### src/rtl/bit_serial_alu.sv
// Bit-serial AND/OR/ADD/SUB ALU, LSB first: done pulses WIDTH+1 cycles after the accepted start.
// Backpressure: start is honoured only while ready (IDLE); requests during RUN/DONE are dropped.
module bit_serial_alu #(
   parameter int WIDTH = 8
) (
   input  logic             clk,
   input  logic             rst_n,
   input  logic             start,
   input  logic [WIDTH-1:0] A,
   input  logic [WIDTH-1:0] B,
   input  logic [1:0]       op,
   output logic             ready,
   output logic             busy,
   output logic             done,
   output logic [WIDTH-1:0] out,
   output logic             carry_out,
   output logic             overflow,
   output logic             zero
);

   localparam int CNT_W = (WIDTH > 1) ? $clog2(WIDTH) : 1;
   localparam logic [CNT_W-1:0] LAST_BIT = CNT_W'(WIDTH - 1);

   localparam logic [1:0] OP_AND = 2'b00;
   localparam logic [1:0] OP_OR  = 2'b01;
   localparam logic [1:0] OP_ADD = 2'b10;
   localparam logic [1:0] OP_SUB = 2'b11;

   typedef enum logic [1:0] {
      ST_IDLE = 2'b00,
      ST_RUN  = 2'b01,
      ST_DONE = 2'b10
   } state_t;

   state_t           state_q, state_d;
   logic [WIDTH-1:0] a_sh_q, a_sh_d;
   logic [WIDTH-1:0] b_sh_q, b_sh_d;
   // The final result bit goes straight to out, so only WIDTH-1 bits are accumulated.
   logic [WIDTH-2:0] res_sh_q, res_sh_d;
   logic [CNT_W-1:0] cnt_q, cnt_d;
   logic             carry_q, carry_d;
   logic [1:0]       op_q, op_d;
   logic [WIDTH-1:0] out_q, out_d;
   logic             carry_out_q, carry_out_d;
   logic             overflow_q, overflow_d;
   logic             zero_q, zero_d;

   logic             bit_a;
   logic             bit_b;
   logic             is_arith;
   logic             slice_r;
   logic             slice_c;
   logic [WIDTH-1:0] res_next;

   // One-bit ALU slice fed from the operand shift registers.
   always_comb begin
      bit_a    = a_sh_q[0];
      bit_b    = (op_q == OP_SUB) ? ~b_sh_q[0] : b_sh_q[0];
      is_arith = op_q[1];
      slice_r  = bit_a ^ bit_b ^ carry_q;
      slice_c  = carry_q;
      case (op_q)
         OP_AND:  slice_r = bit_a & bit_b;
         OP_OR:   slice_r = bit_a | bit_b;
         default: slice_c = (bit_a & bit_b) | (bit_a & carry_q) | (bit_b & carry_q);
      endcase
      res_next = {slice_r, res_sh_q};
   end

   always_comb begin
      state_d     = state_q;
      a_sh_d      = a_sh_q;
      b_sh_d      = b_sh_q;
      res_sh_d    = res_sh_q;
      cnt_d       = cnt_q;
      carry_d     = carry_q;
      op_d        = op_q;
      out_d       = out_q;
      carry_out_d = carry_out_q;
      overflow_d  = overflow_q;
      zero_d      = zero_q;

      case (state_q)
         ST_IDLE: begin
            if (start) begin
               a_sh_d   = A;
               b_sh_d   = B;
               op_d     = op;
               carry_d  = (op == OP_SUB);
               res_sh_d = '0;
               cnt_d    = '0;
               state_d  = ST_RUN;
            end
         end
         ST_RUN: begin
            a_sh_d   = {1'b0, a_sh_q[WIDTH-1:1]};
            b_sh_d   = {1'b0, b_sh_q[WIDTH-1:1]};
            res_sh_d = res_next[WIDTH-1:1];
            carry_d  = slice_c;
            cnt_d    = cnt_q + CNT_W'(1);
            if (cnt_q == LAST_BIT) begin
               // Carry into the MSB differs from carry out of it exactly on signed overflow.
               cnt_d       = '0;
               out_d       = res_next;
               zero_d      = ~|res_next;
               carry_out_d = is_arith & slice_c;
               overflow_d  = is_arith & (carry_q ^ slice_c);
               state_d     = ST_DONE;
            end
         end
         ST_DONE: begin
            state_d = ST_IDLE;
         end
         default: begin
            state_d = ST_IDLE;
         end
      endcase
   end

   always_ff @(posedge clk or negedge rst_n) begin
      if (!rst_n) begin
         state_q     <= ST_IDLE;
         a_sh_q      <= '0;
         b_sh_q      <= '0;
         res_sh_q    <= '0;
         cnt_q       <= '0;
         carry_q     <= 1'b0;
         op_q        <= OP_AND;
         out_q       <= '0;
         carry_out_q <= 1'b0;
         overflow_q  <= 1'b0;
         zero_q      <= 1'b1;
      end else begin
         state_q     <= state_d;
         a_sh_q      <= a_sh_d;
         b_sh_q      <= b_sh_d;
         res_sh_q    <= res_sh_d;
         cnt_q       <= cnt_d;
         carry_q     <= carry_d;
         op_q        <= op_d;
         out_q       <= out_d;
         carry_out_q <= carry_out_d;
         overflow_q  <= overflow_d;
         zero_q      <= zero_d;
      end
   end

   assign ready     = (state_q == ST_IDLE);
   assign busy      = (state_q == ST_RUN);
   assign done      = (state_q == ST_DONE);
   assign out       = out_q;
   assign carry_out = carry_out_q;
   assign overflow  = overflow_q;
   assign zero      = zero_q;

endmodule
### config.mk
export PLATFORM = sky130hd
export DESIGN_NAME = bit_serial_alu
export DESIGN_NICKNAME = d
export VERILOG_FILES = /design/src/rtl/bit_serial_alu.sv
export SDC_FILE = /design/constraint.sdc
export NUM_CORES = 1
export LEC_CHECK = 0
export CORE_MARGIN = 10
export CORE_UTILIZATION = 52
export CTS_CLUSTER_DIAMETER = 40
export DETAILED_ROUTE_END_ITERATION = 10
export HOLD_SLACK_MARGIN = 0.03
export PLACE_DENSITY = 0.79
export SYNTH_ARGS = -nofsm -noshare
export SYNTH_HDL_FRONTEND = slang
export SYNTH_SLANG_ARGS = --single-unit
### constraint.sdc
create_clock -name clk -period 1.95 [get_ports clk]
set_clock_uncertainty 0.05 [all_clocks]
set_input_delay 0.39 -clock clk [delete_from_list [all_inputs] [get_ports clk]]
set_output_delay 0.39 -clock clk [all_outputs]
set_load 0.01 [all_outputs]
* Word-level counts from Yosys, hierarchy flattened
Cells that the tools add are included.
Storage, ports and cells: register bits after elaboration 42, output and inout port bits 14, word-level logic and storage cells 59
Cells by class: add/sub/neg operators 1, eq/ne operators 8, muxes and demuxes 17, bitwise operators 12, reduce and logical (&&, ||, !) cells 10
Operator list (number):
- 8-bit one-hot mux with 2 select lines | 2
- 8-bit two-way mux | 2
- 7-bit one-hot mux with 2 select lines | 1
- 2-bit AND reduction | 4
- 8-bit OR reduction | 1
- 7-bit two-way mux | 1
- 2-bit equality test (second input constant) | 3
- 3-bit two-way mux | 2
- 3-bit one-hot mux with 2 select lines | 1
- 1-bit bitwise AND | 5
- 2-bit by 1-bit equality test with 1-bit output (second input constant) | 2
- 2-bit logical NOT | 2
- 2-bit two-way mux | 2
- 1-bit one-hot mux with 2 select lines | 2
- 2-bit one-hot mux with 2 select lines | 1
- 3-bit by 1-bit adder with 3-bit output (second input constant) | 1
- 3-bit equality test (second input constant) | 1
- 1-bit two-way mux | 3
- 1-bit OR | 3
- 1-bit XOR | 3
- 2-bit by 1-bit inequality test with 1-bit output (second input constant) | 1
- 2-bit inequality test (second input constant) | 1
- 2-bit nonzero test | 1
- 2-bit OR reduction | 1
- 2 further kinds | 2

* Depth between registers and ports, before layout
Gate-level depths: netlist of the first run.
word-level depth 8, mapped depth 7

* Worst setup path after synthesis of the first run
Ideal clock, no wire load.
path type register -> register, start reg op_q[1], end reg res_sh_q[6], arrival 1491 ps, data required time 1767 ps, slack 276 ps, stages on the path, launching flop included 7, buffers on the path 0, clock period less this slack 1674 ps, cells stage by stage dfrtp_1 -> nand2_1 -> xnor2_1 -> fa_1 -> nand2b_1 -> o31ai_1 -> o22ai_1
Between the ends: word-level cells in the longest chain between the ends 6
RTL lines:
- start: declaration | line 42 | logic [1:0] op_q, op_d;
- start signal: assignment | line 140 | op_q <= op_d;
- 2-bit equality test | line 58 | bit_b = (op_q == OP_SUB) ? ~b_sh_q[0] : b_sh_q[0];
- 1-bit two-way mux | line 58
- 1-bit XOR (2 in series) | line 60 | slice_r = bit_a ^ bit_b ^ carry_q;
- 1-bit one-hot mux with 2 select lines (*) | line 62 | case (op_q)
- 7-bit one-hot mux with 2 select lines (*) | line 83 | case (state_q)
- end signal: assignment | line 137 | res_sh_q <= res_sh_d;
- end: declaration | line 39 | logic [WIDTH-2:0] res_sh_q, res_sh_d;
Every way passes the cells marked *; elsewhere a longest branch is shown, timed or not. A chain may end at the register's enable or synchronous reset.

* Worst setup path after layout of the first run
start reg state_q[0], end out ready
Between the ends: word-level cells in the longest chain between the ends 1
RTL lines:
- start: declaration | line 35 | state_t state_q, state_d;
- start signal: assignment | line 134 | state_q <= state_d;
- 2-bit logical NOT | line 148 | assign ready = (state_q == ST_IDLE);
- end: declaration | line 12 | output logic ready,
No other way between the ends.

==> reports/metrics.csv, run 1 <==
stage;metric;value;unit
min_path;hold_class;register to register;
setup_path;slowest_stage;clkdlybuf4s50_1;
clocking;clock_latency;290;ps
setup_path;worstPathArrival;1430;ps
global_route;grt_pass1_vias;1431;
sta;finalHoldViolCount;0;
setup_path;worstReg2RegEnd;out[7];
outcome;outcome;finished, final reports clean;
placed_design;io_buffers;34;
floorplanning;die_area;6610;um2
setup_path;ff2ff_setup_slack;160;ps
floorplanning;die_h;81.3;um
global_route;antenna_found_initial;0;
placed_design;gp_congestion;0.767;
final_layout;utilization;0.679;
clocking;cts.clk_slew.worst_paths;70;ps
global_route;gr-total-overflow;0;
placed_design;placed_cell_area;2370;um2
final_layout;nFillCells;288;
routing;wirelength;3.97;mm
global_route;grt_pass1_wl;6.68;mm
sta;hold_slack;433;ps
synthesis;ys_seq_area_frac;0.538;
pwr;vdd_drop_max;0.000944;V
setup_path;crit_required;1510;ps
sta;finalSetupViolCount;0;
clocking;clkSinkCount;42;
clocking;cts_tree;yes;
synthesis;synthesis.nets;204;
synthesis;synth_top_area_frac;0.525;
synthesis;ys.flop_type;dfrtp_1;
setup_path;crit_path_end_kind;output port;
sta;period_minus_slack;1870;ps
synthesis;synth_seq_cells;42;
clocking;root_buffer;clkbuf_8;
floorplanning;initial_core_util;0.534;
sta;worstMarginPinSlew;543;ps
floorplanning;core.rowCount;22;
final_layout;nets;247;
pwr;p_leak;0.00110;uW
routing;wl_per_cell;14.7;um
placed_design;dp_cells;259;
sta;slew_headroom;0.635;
setup_path;crit_chain;nor2_1 -> clkdlybuf4s50_1;
sta;rsz0062_at_grt;false;
floorplanning;pin_count;35;
floorplanning;die_x;81.3;um
synthesis;postSynthAreaPerCell;11.0;um2
setup_path;start_kind;register;
final_layout;fin_cells;270;
min_path;whs_endpoint;carry_out;
final_layout;layout-drive-gt1-share;0.167;
sta;report.final.slew_viol_count;0;
setup_path;critPathKind;register to output port;
final_layout;stdcell_area;2490;um2
setup_path;r2r_start;op_q[0];
routing;antenna_left;0;
synthesis;ys_types;32;
synthesis;netlist_area;1950;um2
final_layout;antenna-diode-count;0;
synthesis;syn-instance-count;178;
placed_design;hpwl;2.96;mm
routing;via_per_inst;5.17;
pwr;power.density;1460;nW/um2
synthesis;yosys-top-cells-count;dfrtp_1 (41), nand2_1 (41), mux2i_1 (14), o21ai_0 (13), o21ai_1 (13);
synthesis;yosysTopAreaCell;dfrtp_1;
routing;dr.pass1.iters;4;
synthesis;yosys_warnings;0;
clocking;htree_levels;2;
routing;drc_errors;0;
routing;via_count;1396;
routing;drt_iter0_drc;60;
sta;min_period_over_period;0.957;
global_route;track_usage;0.128;
run;cap_violations;0;
clocking;cts_buffers;5;
sta;fmax;536;MHz
sta;fin_tns_setup;0;ps
synthesis;synth-edff-count;0;
floorplanning;coreArea;3660;um2
synthesis;netlist_top_cells_area;dfrtp_1 (52%), nand2_1 (7.9%), mux2i_1 (7.2%), mux2_2 (5.2%), o21ai_0 (3.3%);
final_layout;syn_to_final_growth;27.2;%
setup_path;crit_path_max_incr_delay;540;ps
setup_path;path_max_fanout;7;
setup_path;r2r_cells;6;
global_route;grt_max_degree;37;
clocking;clk_path_buf_depth;2;
min_path;hold_path_depth;2;
synthesis;synthArstFlopShare;1.00;
min_path;hp-start;carry_out;
worst max path at each step:
stage,from,to,slack [ps],depth (start not counted)
floorplan,op_q[1],res_sh_q[6],280,6
global placement,start,a_sh_q[5],110,5
detailed placement,op_q[0],out[7],60,6
CTS,state_q[0],done,20,2
global route,op_q[0],out[7],2,6
finish,state_q[0],ready,80,2
flip-flops by register name, indices dropped and copies added, names as in the netlist:
register   flops
a_sh_q         8
b_sh_q         8
carry_out      1
carry_q        1
cnt_q          3
op_q           2
out            8
overflow       1
res_sh_q       7
state_q        2
zero           1
worst max-delay path: cells and delay by family (launching register included):
family                 cells  cell delay [ps]
buffers and inverters      1              540
AND/OR/NAND/NOR            1              130
flip-flops                 1              460
what timing repair did:
action	4_1_cts	5_1_grt
gates resized for setup	1	2
setup endpoints to repair	3	6
hold buffers	1	0
setup buffers	0	2
hold endpoints to repair	18	0
where the power goes:
part / total (uW) / switching, uW / internal (uW)
Clock: 526 / 278 / 248
Sequential: 1500 / 261 / 1240
Combinational: 1610 / 788 / 820
Total: 3640 / 1330 / 2310
stage by stage:
| step | worst slack, ps | power (uW) |
|---|---|---|
| finish | 84.2 | 3640 |
| detailed placement | 57.5 | 3100 |
| global placement | 106 | 2990 |
| CTS | 16.2 | 3650 |
| global route | 2.30 | 3940 |
| floorplan | 276 | 2490 |
layout make-up:
type / instances / area [um2] / area share
well taps: 48 / 60.1 / 0.0242
flip-flops and latches: 42 / 1050 / 0.424
clock buffers: 6 / 72.6 / 0.0292
inverters: 5 / 18.8 / 0.00755
multi-input cells: 121 / 816 / 0.328
repair buffers: 46 / 455 / 0.183
clock inverters: 2 / 10.0 / 0.00403
cells in the final DEF, fill, tap and decap left out, types with 2 or more instances in the layout:
cell             Yosys  routed
buf_12               0       2
buf_4                0       9
clkbuf_8             0       5
clkdlybuf4s50_1      0      32
clkinv_2             0       2
dfrtp_1             41      40
ha_1                 4       4
inv_1                4       4
mux2_2               9       9
mux2i_1             14      14
nand2_1             41      41
nand2b_1             2       2
nor2_1               2       2
nor2b_1              3       3
o21ai_0             13      13
o21ai_1             13      13
o21ai_2              2       2
o22ai_1              2       2
o31ai_1              2       2
logic make-up after synthesis:
group / Yosys count / synth area share
AO/OA/AOI/OAI: 36 / 0.106
XOR/XNOR: 2 / 0.00896
adder cells (fa/ha/maj): 5 / 0.0359
buffers and inverters: 15 / 0.0480
flip-flops: 42 / 0.538
multiplexers: 23 / 0.124
AND/OR/NAND/NOR: 55 / 0.140
metal layers:
| metal | vias up | part of all wire | global-route usage |
|---|---|---|---|
| met3 | 6 | 0.060 | 0.0508 |
| met4 | 0 | 0.010 | 0.0346 |
| met2 | 25 | 0.51 | 0.207 |
| met5 | - | 0 | 0 |
| li1 | 684 | - | - |
| met1 | 681 | 0.42 | 0.155 |
No activity file was read; power rests on OpenSTA's default activity.
==> run 2, diff against run 1 <==
--- a/config.mk
+++ b/config.mk
@@ -9,4 +9,5 @@
 export CORE_UTILIZATION = 52
 export CTS_CLUSTER_DIAMETER = 40
+export CTS_CLUSTER_SIZE = 25
 export DETAILED_ROUTE_END_ITERATION = 10
 export HOLD_SLACK_MARGIN = 0.03
==> constraint.sdc (replaced) <==
create_clock -name clk -period 1.95 [get_ports clk]
set_clock_uncertainty 0.05 [all_clocks]
set_input_delay 0.195 -clock clk [delete_from_list [all_inputs] [get_ports clk]]
set_output_delay 0.195 -clock clk [all_outputs]
set_load 0.01 [all_outputs]
==> reports/metrics.csv, run 2 (same netlist as run 1, synthesis figures left out) <==
stage;metric;value;unit;change
outcome;outcome;finished, final reports clean;;
placed_design;pre_cts_ws;141;ps;+83.2 ps
clocking;clkSinkCount;42;;unchanged
final_layout;final_common_cell;nand2_1;;
pwr;p_leak;0.00106;uW;-3.0%
routing;via_count;1374;;-1.6%
sta;slew_headroom;0.656;;+0.0208
routing;drc_errors;0;;unchanged
sta;period_minus_slack;1750;ps;-119 ps
setup_path;crit_path_max_incr_delay;420;ps;-120 ps
setup_path;crit_path_end_kind;register;;
clocking;clk_path_buf_depth;2;;unchanged
clocking;clock_latency;290;ps;about the same
final_layout;layout-drive-gt1-share;0.148;;-0.0185
floorplanning;initial_core_util;0.534;;unchanged
setup_path;critPathKind;register to register;;
floorplanning;die_x;81.3;um;unchanged
routing;antenna_left;0;;unchanged
final_layout;utilization;0.668;;-0.0113
placed_design;io_buffers;34;;unchanged
routing;dr.pass1.iters;5;;+1
pwr;comb_power_share;0.407;;-0.035
setup_path;critical_path.endpoint;carry_q;;
sta;fin_tns_setup;0;ps;unchanged
clocking;cts_tree;yes;;
setup_path;r2r_start;op_q[0];;
setup_path;r2r_cells;6;;unchanged
global_route;track_usage;0.121;;-0.00747
final_layout;register_area;1050;um2;+0.12%
placed_design;gp_congestion;0.767;;about the same
setup_path;crit_chain;nand2_1 -> xnor2_2 -> fa_1 -> nand2_1 -> o22ai_1 -> a221o_1;;
setup_path;worstPathArrival;1870;ps;+440 ps
floorplanning;die_h;81.3;um;unchanged
min_path;hold_class;input pin to register;;
routing;drt_iter0_drc;92;;+53%
pwr;p_int;2380;uW;+3.0%
setup_path;slowest_stage;fa_1;;
pwr;vdd_drop_max;0.000988;V;+4.7%
clocking;post-cts-setup-buffers;0;;unchanged
setup_path;start_kind;register;;
pwr;pwr-share-seq;0.412;;about the same
global_route;grt_pass1_wl;6.23;mm;-6.7%
clocking;root_buffer;clkbuf_8;;
global_route;grt_max_degree;43;;+16%
floorplanning;coreArea;3660;um2;unchanged
global_route;grt_pass1_vias;1300;;-9.2%
setup_path;crit_required;2070;ps;+560 ps
floorplanning;pin_count;35;;unchanged
routing;wl_per_cell;14.6;um;-0.97%
clocking;htree_levels;2;;unchanged
pwr;power.density;1510;nW/um2;+3.1%
pwr;pwr-share-clk;0.181;;+0.036
global_route;antenna_found_initial;0;;unchanged
pwr;p_sw_frac;0.355;;-0.00995
final_layout;most-common-layout-cells;nand2_1 (41), dfrtp_1 (39), clkdlybuf4s50_1 (32);;
sta;fmax;573;MHz;+6.8%
sta;finalSetupViolCount;0;;unchanged
sta;min_period_over_period;0.896;;-0.0613
sta;finalHoldViolCount;0;;unchanged
sta;worst_slack;204;ps;+119 ps
clocking;cts.clk_slew.worst_paths;80;ps;about the same
floorplanning;die_area;6610;um2;unchanged
pwr;power_switching;1310;uW;-1.4%
sta;rsz0062_at_grt;false;;
sta;report.final.slew_viol_count;0;;unchanged
setup_path;path_max_fanout;4;;-3
setup_path;worstReg2RegEnd;carry_q;;
final_layout;nets;241;;-2.4%
final_layout;antenna-diode-count;0;;unchanged
clocking;cts_buffers;5;;unchanged
final_layout;syn_to_final_growth;25.1;%;
setup_path;crit_path_frequent_cell;nand2_1;;
placed_design;hpwl;2.70;mm;-8.7%
floorplanning;core.rowCount;22;;unchanged
sta;hold_slack;411;ps;-21.5 ps
sta;worstMarginPinSlew;516;ps;-26.5 ps
global_route;gr-total-overflow;0;;unchanged
routing;via_per_inst;5.20;;+0.66%
run;cap_violations;0;;unchanged
final_layout;multi_input_area;816;um2;unchanged
routing;wirelength;3.85;mm;-3.2%
setup_path;ff2ff_setup_slack;200;ps;+40 ps
setup_path;startpoint;op_q[0];;
final_layout;nFillCells;287;;-0.35%
## run 2: changes by cell type in the layout (fill, tap and decap cells not counted), sizes merged
cell and change:
clkinvlp +1, clkinv -2, buf -6, bufinv +1
## run 2: worst min path at each step
stage                     startpoint        end  slack (ps)  depth (start not counted)
after global placement         rst_n     out[5]         230                          2
after CTS                       B[7]  b_sh_q[7]         400                          3
final                           B[7]  b_sh_q[7]         410                          3
after detailed placement       rst_n     out[5]         240                          2
after global routing            B[7]  b_sh_q[7]         430                          3
after floorplan                rst_n  a_sh_q[0]        -150                          0
## run 2: power groups by stage
stage / Clock (uW) / Sequential, uW / Combinational [uW]
3_5_place_dp: 0 / 1530 / 1500
4_1_cts: 684 / 1520 / 1520
2_1_floorplan: 0 / 1490 / 1000
5_1_grt: 727 / 1570 / 1700
3_3_place_gp: 0 / 1500 / 1430
6_report: 668 / 1520 / 1500
## run 2: critical path, delay by kind of cell (launching register included)
kind	cells	cell delay, ps
AOI/OAI and AO/OA	2	380
DFF	1	400
adders and majority gates	1	420
and+or+nand+nor	2	210
xor gates and xnor gates	1	170
## run 2: metrics by stage
step / power, uW / cells / cell area (um2)
2_1_floorplan: 2490 / 178 / 1950
3_5_place_dp: 3030 / 255 / 2310
6_report: 3690 / 264 / 2440
5_1_grt: 4000 / 264 / 2440
3_3_place_gp: 2930 / 255 / 2310
4_1_cts: 3720 / 264 / 2430
## run 2: what timing repair did
action                     4_1_cts  5_1_grt
setup endpoints to repair        1        4
gates resized for setup          1        3
pin swaps                        0        0
hold buffers                     1        0
hold endpoints to repair        41        0
## run 2: layout make-up
cell class                 instances  share of cell area
clock buffer                       6              0.0297
clock inverter                     2              0.0154
inverter                           5             0.00768
multi-input combinational        121               0.334
sequential                        42               0.431
tap                               48              0.0246
timing repair buffer              40               0.158
## run 2: routing by layer
metal  vias up  GRT usage  wire, um
li1        677          -         -
met4         0     0.0311        38
met2        31      0.189      1960
met3         5     0.0486       238
met5         -          0         0
met1       661      0.151      1610
